## src/rtl/enable_register_if.sv

```systemverilog
// Bus bundle for enable_register: write controls, data and status.
// Parity signals exist only when ENABLE_REGISTER_PARITY_EN is defined.
interface enable_register_if #(
  parameter int WIDTH = 32
);
  localparam int NBYTES = WIDTH / 8;

  logic              en;
  logic [NBYTES-1:0] be;
  logic              clr;
  logic [WIDTH-1:0]  D;
  logic [WIDTH-1:0]  Q;
  logic              loaded;
`ifdef ENABLE_REGISTER_PARITY_EN
  logic              par;
  logic              par_inject;
  logic              par_err;
`endif

  modport master (
    output en, be, clr, D,
`ifdef ENABLE_REGISTER_PARITY_EN
    output par_inject,
    input  par, par_err,
`endif
    input  Q, loaded
  );

  modport slave (
    input  en, be, clr, D,
`ifdef ENABLE_REGISTER_PARITY_EN
    input  par_inject,
    output par, par_err,
`endif
    output Q, loaded
  );
endinterface

```

## src/rtl/enable_register.sv

```systemverilog
// Width-parameterised register with load enable, byte strobes, sync clear and sync reset.
// Optional stored-parity output and error flag under ENABLE_REGISTER_PARITY_EN.
module enable_register #(
  parameter int             WIDTH       = 32,
  parameter logic [WIDTH-1:0] RESET_VALUE = {WIDTH{1'b0}}
) (
  input logic              clk,
  input logic              rst,
  enable_register_if.slave bus
);
  localparam int NBYTES = WIDTH / 8;

  logic [WIDTH-1:0] data_d, data_q;
  logic             loaded_d, loaded_q;

  // NOTE: next-state logic starts from "hold" defaults so every path assigns
  // every signal; without them this block would infer latches.
  always_comb begin
    data_d   = data_q;
    loaded_d = 1'b0;
    if (bus.clr) begin
      data_d = RESET_VALUE;
    end else if (bus.en) begin
      for (int i = 0; i < NBYTES; i++) begin
        if (bus.be[i]) data_d[8*i +: 8] = bus.D[8*i +: 8];
      end
      loaded_d = |bus.be;
    end
  end

  // NOTE: state registers use non-blocking assignments so all flops update
  // together from values sampled before the edge.
  always_ff @(posedge clk) begin
    if (rst) begin
      data_q   <= RESET_VALUE;
      loaded_q <= 1'b0;
    end else begin
      data_q   <= data_d;
      loaded_q <= loaded_d;
    end
  end

  assign bus.Q      = data_q;
  assign bus.loaded = loaded_q;

`ifdef ENABLE_REGISTER_PARITY_EN
  localparam logic RESET_PAR = ^RESET_VALUE;

  logic par_d, par_q;

  // Parity tracks the new word on a real write; par_inject flips it so the
  // checker downstream can be exercised.
  always_comb begin
    par_d = par_q;
    if (bus.clr) begin
      par_d = RESET_PAR;
    end else if (bus.en && (|bus.be)) begin
      par_d = (^data_d) ^ bus.par_inject;
    end
  end

  always_ff @(posedge clk) begin
    if (rst) par_q <= RESET_PAR;
    else     par_q <= par_d;
  end

  assign bus.par     = par_q;
  assign bus.par_err = (^data_q) ^ par_q;
`endif
endmodule

```

## src/flat_wrapper.sv

```systemverilog
// flat-port wrapper written by rule: the top's interface ports become plain ports
module enable_register_flat 
#(
  parameter int             WIDTH       = 32,
  parameter logic [WIDTH-1:0] RESET_VALUE = {WIDTH{1'b0}}
)
  (clk, rst, bus_en, bus_be, bus_clr, bus_D, bus_Q, bus_loaded);
  enable_register_if #(.WIDTH(WIDTH)) bus_i ();
  input logic clk;
  input logic rst;
  input wire logic [$bits(bus_i.en)-1:0] bus_en;
  input wire logic [$bits(bus_i.be)-1:0] bus_be;
  input wire logic [$bits(bus_i.clr)-1:0] bus_clr;
  input wire logic [$bits(bus_i.D)-1:0] bus_D;
  output wire logic [$bits(bus_i.Q)-1:0] bus_Q;
  output wire logic [$bits(bus_i.loaded)-1:0] bus_loaded;
  assign bus_i.en = bus_en;
  assign bus_i.be = bus_be;
  assign bus_i.clr = bus_clr;
  assign bus_i.D = bus_D;
  assign bus_Q = bus_i.Q;
  assign bus_loaded = bus_i.loaded;
  enable_register #(.WIDTH(WIDTH), .RESET_VALUE(RESET_VALUE)) u_core (.clk(clk), .rst(rst), .bus(bus_i));
endmodule
```

## config.mk

```make
export PLATFORM = sky130hd
export DESIGN_NAME = enable_register_flat
export DESIGN_NICKNAME = d
export VERILOG_FILES = /design/src/rtl/enable_register_if.sv /design/src/rtl/enable_register.sv /design/src/flat_wrapper.sv
export SDC_FILE = /design/constraint.sdc
export NUM_CORES = 1
export LEC_CHECK = 0
export BUFFER_PORTS_ARGS = -buffer_cell sky130_fd_sc_hd__buf_2
export CORE_MARGIN = 10
export CORE_UTILIZATION = 31
export DETAILED_ROUTE_END_ITERATION = 7
export PLACE_DENSITY_LB_ADDON = 0.1
export RECOVER_POWER = 50
export SYNTH_ARGS = -nofsm -noshare
export SYNTH_HDL_FRONTEND = slang
export SYNTH_SLANG_ARGS = --single-unit
```

## constraint.sdc

```tcl
create_clock -name clk -period 1.3 [get_ports clk]
set_input_delay 0.26 -clock clk [delete_from_list [all_inputs] [get_ports clk]]
set_output_delay 0.26 -clock clk [all_outputs]
set_load 0.02 [all_outputs]
```

* Yosys cells after proc, flatten, opt, wreduce, memory -nomap -nowiden
Index checks and enable logic that the tools add are counted.
** Storage, ports and cells
- Input bits :: 40
- Bits in registers :: 33
- Word-level logic and storage cells :: 13
- Output and inout bits :: 33
** Cells by class
- Reduce and logical (&&, ||, !) cells :: 7
- Bitwise gates (word level) :: 1
** Operator list (count)
- $reduce_and A2 Y1 :: 4
- $reduce_or A4 Y1 :: 1
- $reduce_or A3 Y1 :: 1
- $reduce_or A2 Y1 :: 1
- $not A1 Y1 :: 1

* Logic depth before layout (Yosys ltp)
Gate-level depths: netlist (run 1).
- Depth in word-level cells :: 2
- Depth in mapped cells :: 4
- Mapped depth without buffers :: 2

* Least setup slack after synthesis (run 1)
OpenSTA, ideal clock, no wires.
- Path type :: input -> register
- From :: input bus_be[1]
- To :: register u_core.loaded_q, in the netlist u_core.bus.loaded
- Library setup time :: 125 ps
- Data arrival time :: 792 ps
- Path buffers :: 2
- Stages on the path :: 4
- Data required time :: 1175 ps
- Path slack :: 382 ps
- Path through :: buf_6 > clkbuf_8 > nor4_1 > nor3b_1
** Between the ends
- Cells in the longest elaborated chain, start to end :: 1
** RTL lines
- from (decl) :: line flat_wrapper.sv:12 : input wire logic [$bits(bus_i.be)-1:0] bus_be;
- $reduce_or A4 Y1 :: line enable_register.sv:27 : loaded_d = |bus.be;
- to (signal assigned) :: line enable_register.sv:39 : loaded_q <= loaded_d;
- to (decl) :: line enable_register.sv:14 : logic loaded_d, loaded_q;
Every way passes these cells.
A chain may end at the register's enable or synchronous reset.

* Worst setup path after layout (run 1)
- From :: register u_core.data_q[3], in the netlist u_core.bus.Q[3]
- To :: output bus_Q[3]
** RTL lines
- from (decl) :: line enable_register.sv:13 : logic [WIDTH-1:0] data_d, data_q;
- from (signal assigned) :: line enable_register.sv:38 : data_q <= data_d;
- to (decl) :: line flat_wrapper.sv:15 : output wire logic [$bits(bus_i.Q)-1:0] bus_Q;
No word-level cell between the ends.

==> summary.txt, run 1 <==
Outcome
  • Outcome: complete, no violations

Drt
  • Routed Antenna Nets: 0
  • DR vias/cell: 4.53
  • Initial DRC count: 52
  • Drt pass-1 iters: 3
  • Vias post-DR: 1287
  • Total Wirelength: roughly 4200 um
  • Number of remaining DRC errors: 0
  • Avg WL per Cell: 14.7 um

Setup path
  • Worst path depth: 1
  • CP Data Required Time: 1.04 ns
  • Crit-path slowest cell: dfxtp_1
  • Crit path launch type: flop
  • CP Cell Sequence: buf_2
  • Crit Path Category: flop to output pin
  • Worst Path Buf+Inv: 1
  • Worst-path fanout max: 2
  • R2r endpoint: u_core.bus.Q[3]$_SDFFE_PP0P_
  • CP endpoint: bus_Q[3]
  • Crit. Startpoint: u_core.bus.Q[3]$_SDFFE_PP0P_
  • CP delay by family, top: flip-flops
  • Worst R2R Setup Slack: 0.54 ns
  • Critical R2R Launch: u_core.bus.Q[3]$_SDFFE_PP0P_
  • R2R cell count: 2
  • Crit-path max cell delay: 0.35 ns
  • Crit. End Element: output pin
  • Worst EP arrival: around 0.8 ns

Yosys
  • XOR/XNOR share of the synthesized area: 0%
  • Cell Area, Synth: 0.00163 mm2
  • Mux share of post-synthesis cell area: 0%
  • Syn avg cell area: 10.8 um2
  • Top cell type's share of synthesized area: a little over 40%
  • Area leader, netlist: dfxtp_1
  • Ys Warns: 0
  • Cells after synthesis: ~150
  • Post-Synth Adder-Cell Area: 0%
  • Top post-synthesis cells by area: dfxtp_1 (41%), a21oi_2 (16%), a21bo_1 (11%)
  • Sequential fraction of the synthesis area: approximately two fifths
  • Largest family of logic cells by synthesized area: compound AO/OA/AOI/OAI gates
  • Distinct cells, synth: 12
  • Post-Synth Simple-Gate Area: 11.1%
  • Compound-Gate Fraction of Synth Area: 36.4%
  • Net Count, Synth: 191
  • Synthesis-stage register bit count: 33

Clocking
  • Clk sinks: 33
  • H-tree Lvls: 2
  • TritonCTS clock tree: built
  • Post_cts resized: 0
  • Max Root-Sink Buffers: 2
  • CTS Root Cell: clkbuf_8
  • Clk Latency, worst-skew pair: ~0.28 ns
  • Num CTS Buffers: 5
  • Clock Pin Slew Worst Setup and Hold Paths: 0.07 ns
  • Post-CTS Setup Bufs: 0
  • Post-CTS Hold Buffers: 0

Timing
  • Peak Freq: 0.940 GHz
  • Worst setup margin: between 0.2 and 0.25 ns
  • Crit share post-route: 81.8%
  • Post-route minimum period: approximately 1.1 ns
  • RSZ-0062 raised after global routing: false
  • Setup TNS: 0 ns
  • Worst slew margin: 56.8%
  • Layout Skew: 0 ns
  • Final setup violation count: 0
  • Final Hold Vio Count: 0
  • Slew Limit Fails: 0
  • Worst-margin pin slew: between 0.6 and 0.7 ns

Layout
  • Ratio of cells with drive above 1 in the final layout: 46.3%
  • Final non-filler cell area: 0.00192 mm2
  • Final core occ: 37.6%
  • Diodes inserted: 0
  • Area delta synth->final: 17.9%
  • Nets@finish: 253

Global route
  • Number of global-route vias before repair: about 1400
  • Total Routing Usage GR: 9.62%
  • Initial antenna violation count: 0
  • Total gr overflow: 0
  • Largest net degree at the start of global routing: 66
  • First-pass GRT wire length: 6730 um

Floorplan
  • Starting Density: 31.9%
  • Die area: 0.00856 mm2
  • I/O Pins: 73
  • Die W: 92.5 um
  • Rows: 26
  • Die Ht: 92.5 um
  • Core Footprint: a little over 0.005 mm2

Place
  • Dpl ws: 0.172 ns
  • Area of placed instances: 0.00192 mm2
  • HPWL after DPL: 3020 um
  • Gpl congestion: 0.708
  • Port buffer count: 72

Power and ir drop
  • Leakage: 0.852 nW
  • Pwr per Cell Area: roughly 1200 mW/mm2
  • Max rail drop VDD: 453 uV

Flow run
  • Max Cap Viol: 0

Min path
  • HP Class: primary input to flop
[cells in the final DEF, fill, tap and decap left out, drive strengths merged]
cell | synthesis | final
nor3b | 1 | 1
a21oi | 32 | 32
nor4 | 1 | 1
dfxtp | 33 | 33
or2 | 1 | 1
a21bo | 32 | 32
nand3 | 32 | 32
buf | 16 | 74
bufinv | 0 | 1
clkbuf | 3 | 7
[where the power goes]
group / switching (W) / internal [W]
Clock: 0.000365 / 0.000625
Combinational: 0.000149 / 0.000101
Sequential: 0.0000101 / 0.00103
Total: 0.000524 / 0.00176
[cells in the mapped netlist (all sizes together)]
library cell and instances:
a21bo 32, dfxtp 33, clkbuf 3, a21oi 32, nor3b 1, buf 16
or2 1, nor4 1, nand3 32
[area by class of cell]
type	count	area, um2
Tap cell	70	87.6
Multi-Input combinational cell	99	672
Clock buffer	7	86.3
Clock inverter	1	30.0
Sequential cell	33	661
Timing Repair Buffer	74	385
Fill cell	589	3190
[per-layer routing]
metal | GRT usage, % | share of wire, % | vias up
li1 | - | - | 661
met1 | 12.1 | 47 | 570
met2 | 13.5 | 42 | 49
met3 | 5.41 | 10 | 7
met4 | 3.08 | 1.0 | 0
met5 | 0 | 0 | -
[how the worst min path moves through the flow]
stage,startpoint,end,slack [ns],depth (start not counted)
2_1_floorplan,bus_D[0],u_core.bus.Q[0]$_SDFFE_PP0P_,0.40,2
3_3_place_gp,bus_D[14],u_core.bus.Q[14]$_SDFFE_PP0P_,0.52,3
3_5_place_dp,bus_D[14],u_core.bus.Q[14]$_SDFFE_PP0P_,0.52,3
4_1_cts,bus_D[14],u_core.bus.Q[14]$_SDFFE_PP0P_,0.21,3
5_1_grt,bus_D[14],u_core.bus.Q[14]$_SDFFE_PP0P_,0.21,3
6_report,bus_D[6],u_core.bus.Q[6]$_SDFFE_PP0P_,0.23,3
[flip-flops by register name, summed over array words and instances, names as in the netlist]
name               flops
u_core.bus.Q          32
u_core.bus.loaded      1
[kinds of logic after synthesis]
group | count (synthesis)
AND/OR/NAND/NOR | 35
flip-flops | 33
AO/OA/AOI/OAI | 64
buffers and inverters | 19
[through the flow]
stage	power, W	hold slack [ns]	cells
finish	0.00228	0.227	284
CTS	0.00236	0.211	284
global placement	0.00134	0.521	276
floorplan	0.00128	0.404	151
global route	0.00240	0.210	284
detailed placement	0.00135	0.520	276
Note: power is estimated with default switching activity, not from simulation.
==> inputs of run 2 (changes only) <==
Clock period 1.3 ns to 1.08 ns, I/O delays scaled along.
==> run 2 against run 1 <==
Cell count up 0.70%. Die area unchanged. Critical path depth is the same. Worst setup slack lost 0.19 ns. Non-clock buffer count grew 2. Sequential power grew 21%. Register-to-register slack worse by 0.22 ns. Combinational power rose by 29%. Sequential share of layout area shrank 1.5 points. Clock skew unchanged. Design area up 4.4%. Global-route usage rose by 0.56 points.
==> summary.txt, run 2 (synthesis results as in run 1) <==
Place
  • Gpl congestion: 0.717 (+1.2%)
  • HPWL after DPL: 3210 um (+6.3%)
  • Port buffer count: 72 (unchanged)

Drt
  • Total Wirelength: 4350 um (+4.2%)
  • Number of remaining DRC errors: 0 (unchanged)
  • Initial DRC count: 93 (+79%)
  • Routed Antenna Nets: 0 (unchanged)
  • Drt pass-1 iters: 4 (+1)
  • Vias post-DR: 1328 (+3.2%)
  • Avg WL per Cell: 15.2 um (+3.5%)
  • DR vias/cell: 4.64 (+2.5%)

Clocking
  • Post-CTS Hold Buffers: 0 (unchanged)
  • Clk Latency, worst-skew pair: 0.28 ns (about the same)
  • Max Root-Sink Buffers: 2 (unchanged)
  • TritonCTS clock tree: built
  • Clock Pin Slew Worst Setup and Hold Paths: 0.07 ns (about the same)
  • Clk sinks: 33 (unchanged)
  • H-tree Lvls: 2 (unchanged)
  • CTS Root Cell: clkbuf_8
  • Num CTS Buffers: 5 (unchanged)

Layout
  • Area delta synth->final: 23.1%
  • Max reg flops: 32 (unchanged)
  • Nets@finish: 255 (+0.79%)
  • Ratio of cells with drive above 1 in the final layout: 51.4% (+5.1 points)
  • Diodes inserted: 0 (unchanged)
  • Commonest non-fill, non-tap cell in the layout: buf_2
  • Most frequent cells in the layout: buf_2 (71), dfxtp_1 (33), nand3_1 (32), a21oi_1 (20), a21bo_1 (18)

Floorplan
  • I/O Pins: 73 (unchanged)
  • Die area: 0.00856 mm2 (unchanged)
  • Core Footprint: 0.00511 mm2 (unchanged)
  • Die W: 92.5 um (unchanged)
  • Starting Density: 31.9% (unchanged)
  • Rows: 26 (unchanged)
  • Die Ht: 92.5 um (unchanged)

Setup path
  • Worst Path Buf+Inv: 1 (unchanged)
  • Crit-path max cell delay: 0.36 ns (about the same)
  • CP Data Required Time: 0.86 ns (-0.18 ns)
  • Crit path launch type: flop
  • Crit. End Element: output pin
  • Crit Path Category: flop to output pin
  • Worst EP arrival: 0.82 ns (+0.02 ns)
  • Crit-path slowest cell: dfxtp_1
  • CP Cell Sequence: buf_2
  • Worst-path fanout max: 2 (unchanged)
  • CP delay by family, top: flip-flops

Power and ir drop
  • Sw frac: 23.4% (+0.49 points)
  • Max rail drop VDD: 703 uV (+55%)
  • Leakage: 0.877 nW (+3.0%)
  • Comb power frac: 10.8% (-0.2 points)
  • NetSw: 0.000706 W (+35%)
  • Flop pwr share: 41.7% (-4.0 points)
  • Pwr per Cell Area: 1500 mW/mm2 (+26%)
  • Internal: 0.00231 W (+31%)
  • Total power: 0.00301 W (+32%)
  • Clock power share: 47.6% (+4.3 points)

Global route
  • Total Routing Usage GR: 10.2% (+0.56 points)
  • Initial antenna violation count: 0 (unchanged)
  • Total gr overflow: 0 (unchanged)
  • Largest net degree at the start of global routing: 66 (unchanged)
  • Number of global-route vias before repair: 1365 (+0.52%)
  • First-pass GRT wire length: 7120 um (+5.7%)

Min path
  • HP Class: primary input to flop

Timing
  • RSZ-0062 raised after global routing: false
  • Final Hold Vio Count: 0 (unchanged)
  • Worst slew margin: 79.1% (+22 points)
  • Slew Limit Fails: 0 (unchanged)
  • Peak Freq: 0.970 GHz
  • Post-route minimum period: between 1 and 1.5 ns
  • Worst-margin pin slew: 0.313 ns (-0.335 ns)
  • Layout Skew: 0 ns (unchanged)
  • Setup TNS: 0 ns (unchanged)
  • Final setup violation count: 0 (unchanged)
  • Crit share post-route: a little over nine tenths

Flow run
  • Max Cap Viol: 0 (unchanged)

Outcome
  • Outcome: complete, no violations
run 2: cell types whose count changed in the layout (fill, tap and decap cells not counted):
cell | before | now
clkbuf_2 | 0 | 1
clkbuf_8 | 6 | 5
buf_2 | 73 | 71
buf_12 | 1 | 2
clkbuf_1 | 1 | 0
a21oi_1 | 29 | 20
buf_4 | 0 | 2
a21oi_2 | 3 | 12
inv_6 | 0 | 1
bufinv_16 | 1 | 2
run 2: repair_timing:
action | in CTS | in global routing
setup buffers | 0 | 0
endpoints found under the setup margin | 0 | 1
gates resized for setup | 0 | 1
endpoints found under the hold margin | 0 | 0
run 2: layer usage:
| layer | part of all wire [%] | GRT usage (%) | vias to the layer above |
|---|---|---|---|
| met1 | 48 | 13.1 | 609 |
| met2 | 43 | 14.6 | 53 |
| met4 | 0.83 | 3.47 | 0 |
| met5 | 0 | 0 | - |
| li1 | - | - | 662 |
| met3 | 8.6 | 4.68 | 4 |
run 2: final cells by class:
class / instances / area [um2]
clock inverters: 3 / 68.8
repair buffers: 76 / 415
well taps: 70 / 87.6
multi-input cells: 99 / 706
clock buffers: 5 / 68.8
flip-flops and latches: 33 / 661
fillers: 560 / 3100
run 2: power by group through the flow:
stage / logic (W) / clock network, W / registers [W]
3_5_place_dp: 0.000346 / 0 / 0.00128
4_1_cts: 0.000346 / 0.00147 / 0.00126
2_1_floorplan: 0.000221 / 0 / 0.00132
6_report: 0.000324 / 0.00143 / 0.00126
5_1_grt: 0.000357 / 0.00153 / 0.00126
3_3_place_gp: 0.000340 / 0 / 0.00128
run 2: per-stage QoR:
stage	hold slack, ns	area, um2	setup WS, ns	cells	util (%)
after CTS	0.161	2070	0.0380	286	40.6
after global placement	0.471	1940	0.0482	278	37.9
final	0.173	2010	0.0489	286	39.3
after detailed placement	0.481	1940	0.0130	278	37.9
after floorplan	0.360	1630	0.206	151	-
after global routing	0.162	2010	0.00801	286	39.3
run 2: worst paths after layout:
check                                                     to  slack [ns]                           from  cells after the start
worst min-delay path            u_core.bus.Q[4]$_SDFFE_PP0P_        0.17                       bus_D[4]                      3
worst max-delay path                               bus_Q[18]        0.05  u_core.bus.Q[18]$_SDFFE_PP0P_                      1
worst max register to register  u_core.bus.Q[6]$_SDFFE_PP0P_        0.32   u_core.bus.Q[6]$_SDFFE_PP0P_                      2
worst min register to register  u_core.bus.Q[5]$_SDFFE_PP0P_        0.57   u_core.bus.Q[5]$_SDFFE_PP0P_                      2
run 2: worst reg2reg max path, cell delays in order, from the launching register on:
cell and delay [ns]:
dfxtp_1 0.33, a21bo_2 0.22, a21oi_1 0.15
==> inputs of run 3 (changes only) <==
Settings changed: ABC_AREA set to 1, BUFFER_PORTS_ARGS -buffer_cell sky130_fd_sc_hd__buf_2 to not set, DONT_BUFFER_PORTS set to 1.
==> run 3 against run 2 <==
Global-route usage is 0.73 points lower. Non-clock buffer count is 52 lower. Synthesized area is 16% lower. Maximum frequency is 3.8% higher. Combinational power is 22% lower. Via count is 13% lower.
==> summary.txt, run 3 <==
Floorplan
  • Starting Density: 31.7% (-0.27 points)
  • I/O Pins: 73 (unchanged)
  • Die W: 86.5 um (-6.6%)
  • Die Ht: 86.5 um (-6.6%)
  • Rows: 24 (-7.7%)
  • Die area: 0.00747 mm2 (-13%)
  • Core Footprint: 0.00432 mm2 (-15%)

Timing
  • Layout Skew: 0 ns (unchanged)
  • Final Hold Vio Count: 0 (unchanged)
  • Final setup violation count: 0 (unchanged)
  • Slew Limit Fails: 0 (unchanged)
  • Worst-margin pin slew: 0.668 ns (+0.354 ns)
  • RSZ-0062 raised after global routing: false
  • Post-route minimum period: 0.994 ns (-0.0375 ns)
  • Worst slew margin: 55.5% (-24 points)
  • Crit share post-route: 92.0% (-3.5 points)
  • Peak Freq: 1.01 GHz (+3.8%)
  • Setup TNS: 0 ns (unchanged)

Yosys
  • Post-synth EDFFs: 0 (unchanged)
  • Sequential fraction of the synthesis area: 48.3% (+7.7 points)
  • Net Count, Synth: 254 (+33%)
  • Commonest cells in the netlist: nand2_1 (71), nor2_1 (66), inv_1 (36), dfxtp_1 (33), buf_4 (5)
  • Fraction of registers with async set or reset after synthesis: 0% (unchanged)
  • Distinct cells, synth: 7 (-5)
  • Largest family of logic cells by synthesized area: simple AND/OR/NAND/NOR gates
  • Mux share of post-synthesis cell area: 0% (unchanged)
  • Compound-Gate Fraction of Synth Area: 0% (-36 points)
  • Cells after synthesis: 214 (+42%)
  • Post-Synth Simple-Gate Area: 38.0% (+27 points)
  • Top post-synthesis cells by area: dfxtp_1 (48%), nand2_1 (19%), nor2_1 (18%)
  • Post-Synth Adder-Cell Area: 0% (unchanged)
  • Most common cell in the netlist: nand2_1
  • Syn avg cell area: 6.40 um2 (-41%)
  • Ys Warns: 0 (unchanged)
  • XOR/XNOR share of the synthesized area: 0% (unchanged)
  • Ys flop type: dfxtp_1
  • Synthesis-stage register bit count: 33 (unchanged)
  • Area leader, netlist: dfxtp_1
  • Top cell type's share of synthesized area: 48.3% (+7.7 points)
  • Cell Area, Synth: 0.00137 mm2 (-16%)

Place
  • DP Cell Count: 283 (+1.8%)
  • Gpl congestion: 0.667 (-7.0%)
  • Port buffer count: 0 (-100%)
  • HPWL after DPL: 2610 um (-19%)

Layout
  • Diodes inserted: 0 (unchanged)
  • Final core occ: 38.6% (-0.72 points)
  • Ratio of cells with drive above 1 in the final layout: 12.6% (-39 points)
  • Max reg flops: 32 (unchanged)
  • Most frequent cells in the layout: nand2_1 (71), nor2_1 (67), inv_1 (36), dfxtp_1 (33), buf_4 (21)
  • Nets@finish: 278 (+9.0%)
  • Finished Layout Cells: 290 (+1.4%)
  • Area delta synth->final: 21.8%
  • Commonest non-fill, non-tap cell in the layout: nand2_1
  • Filler cell count in the final layout: 485 (-13%)

Power and ir drop
  • Pwr per Cell Area: 1480 mW/mm2 (-1.2%)
  • Leakage: 0.904 nW (+3.0%)
  • Max rail drop VDD: 691 uV (-1.6%)

Setup path
  • CP Cell Sequence: buf_4
  • Crit path launch type: flop
  • Crit-path max cell delay: 0.35 ns (about the same)
  • Worst Path Buf+Inv: 1 (unchanged)
  • CP delay by family, top: flip-flops
  • R2r endpoint: u_core.bus.Q[19]$_SDFFE_PP0P_
  • Worst-path fanout max: 2 (unchanged)
  • Crit Path Category: flop to output pin
  • Worst EP arrival: 0.78 ns (-0.04 ns)
  • CP Data Required Time: 0.86 ns (about the same)
  • Crit-path slowest cell: dfxtp_1
  • Crit. End Element: output pin
  • R2R cell count: 4 (+2)
  • Worst R2R Setup Slack: 0.28 ns (-0.04 ns)
  • Critical R2R Launch: u_core.bus.Q[19]$_SDFFE_PP0P_

Clocking
  • Max Root-Sink Buffers: 2 (unchanged)
  • Clock Pin Slew Worst Setup and Hold Paths: 0.06 ns (about the same)
  • CTS Root Cell: clkbuf_8
  • Post_cts resized: 0 (unchanged)
  • Clk sinks: 33 (unchanged)
  • Clk Latency, worst-skew pair: 0.28 ns (about the same)
  • Post-CTS Hold Buffers: 0 (unchanged)
  • TritonCTS clock tree: built
  • Post-CTS Setup Bufs: 0 (unchanged)
  • Num CTS Buffers: 5 (unchanged)
  • H-tree Lvls: 2 (unchanged)

Drt
  • Vias post-DR: 1156 (-13%)
  • Total Wirelength: 3450 um (-21%)
  • Number of remaining DRC errors: 0 (unchanged)
  • Routed Antenna Nets: 0 (unchanged)
  • DR vias/cell: 3.99 (-14%)
  • Initial DRC count: 40 (-57%)
  • Drt pass-1 iters: 4 (unchanged)
  • Avg WL per Cell: 11.9 um (-22%)

Min path
  • Hold path start: bus_en
  • HP Class: primary input to flop
  • Hold path depth: 2 (-1)
  • Hold endpoint: u_core.bus.loaded$_SDFF_PP0_

Global route
  • Number of global-route vias before repair: 1134 (-17%)
  • Initial antenna violation count: 0 (unchanged)
  • Largest net degree at the start of global routing: 34 (-48%)
  • Total gr overflow: 0 (unchanged)
  • Total Routing Usage GR: 9.45% (-0.73 points)
  • First-pass GRT wire length: 5540 um (-22%)

Flow run
  • Max Cap Viol: 0 (unchanged)

Outcome
  • Outcome: complete, no violations
==> run 3: cell type report <==
type | instances | area (um2) | area share, %
flip-flops and latches | 33 | 661 | 39.6
multi-input cells | 138 | 518 | 31.1
repair buffers | 24 | 203 | 12.2
inverters | 36 | 135 | 8.10
clock buffers | 7 | 86.3 | 5.18
well taps | 52 | 65.1 | 3.90
==> run 3: worst max path at each step <==
stage                                  startpoint                       endpoint  slack (ns)  cells past startpoint
CTS                 u_core.bus.Q[22]$_SDFFE_PP0P_                      bus_Q[22]        0.06                      1
detailed placement                      bus_be[2]  u_core.bus.Q[22]$_SDFFE_PP0P_        0.15                      3
global placement                        bus_be[2]  u_core.bus.Q[21]$_SDFFE_PP0P_        0.18                      4
finish              u_core.bus.Q[22]$_SDFFE_PP0P_                      bus_Q[22]        0.09                      1
floorplan                                 bus_clr  u_core.bus.Q[15]$_SDFFE_PP0P_        0.31                      4
global route                              bus_clr   u_core.bus.Q[9]$_SDFFE_PP0P_        0.02                      4
==> run 3: logic make-up after synthesis <==
group | Yosys count
flops | 33
simple gates | 138
buf+inv | 43
==> run 3: power breakdown <==
part / internal [W] / leakage, nW / switching, W
Clock: 0.000505 / 0.0443 / 0.000413
Combinational: 0.0000977 / 0.591 / 0.000157
Sequential: 0.00126 / 0.269 / 0.0000419
==> run 3: per-layer routing <==
metal  vias up  global-route usage, %  share of wire, %
met2        42                   13.9                45
li1        652                      -                 -
met1       457                   10.2                40
met5         -                      0                 0
met4         0                   4.86               1.4
met3         5                   6.10                13
==> run 3: through the flow <==
step	total power [W]	hold slack (ns)	area (um2)	setup slack, ns
2_1_floorplan	0.00151	0.342	1370	0.311
3_3_place_gp	0.00160	0.348	1600	0.183
3_5_place_dp	0.00160	0.350	1600	0.151
4_1_cts	0.00254	0.0469	1690	0.0639
5_1_grt	0.00262	0.0566	1670	0.0174
6_report	0.00247	0.0644	1670	0.0864
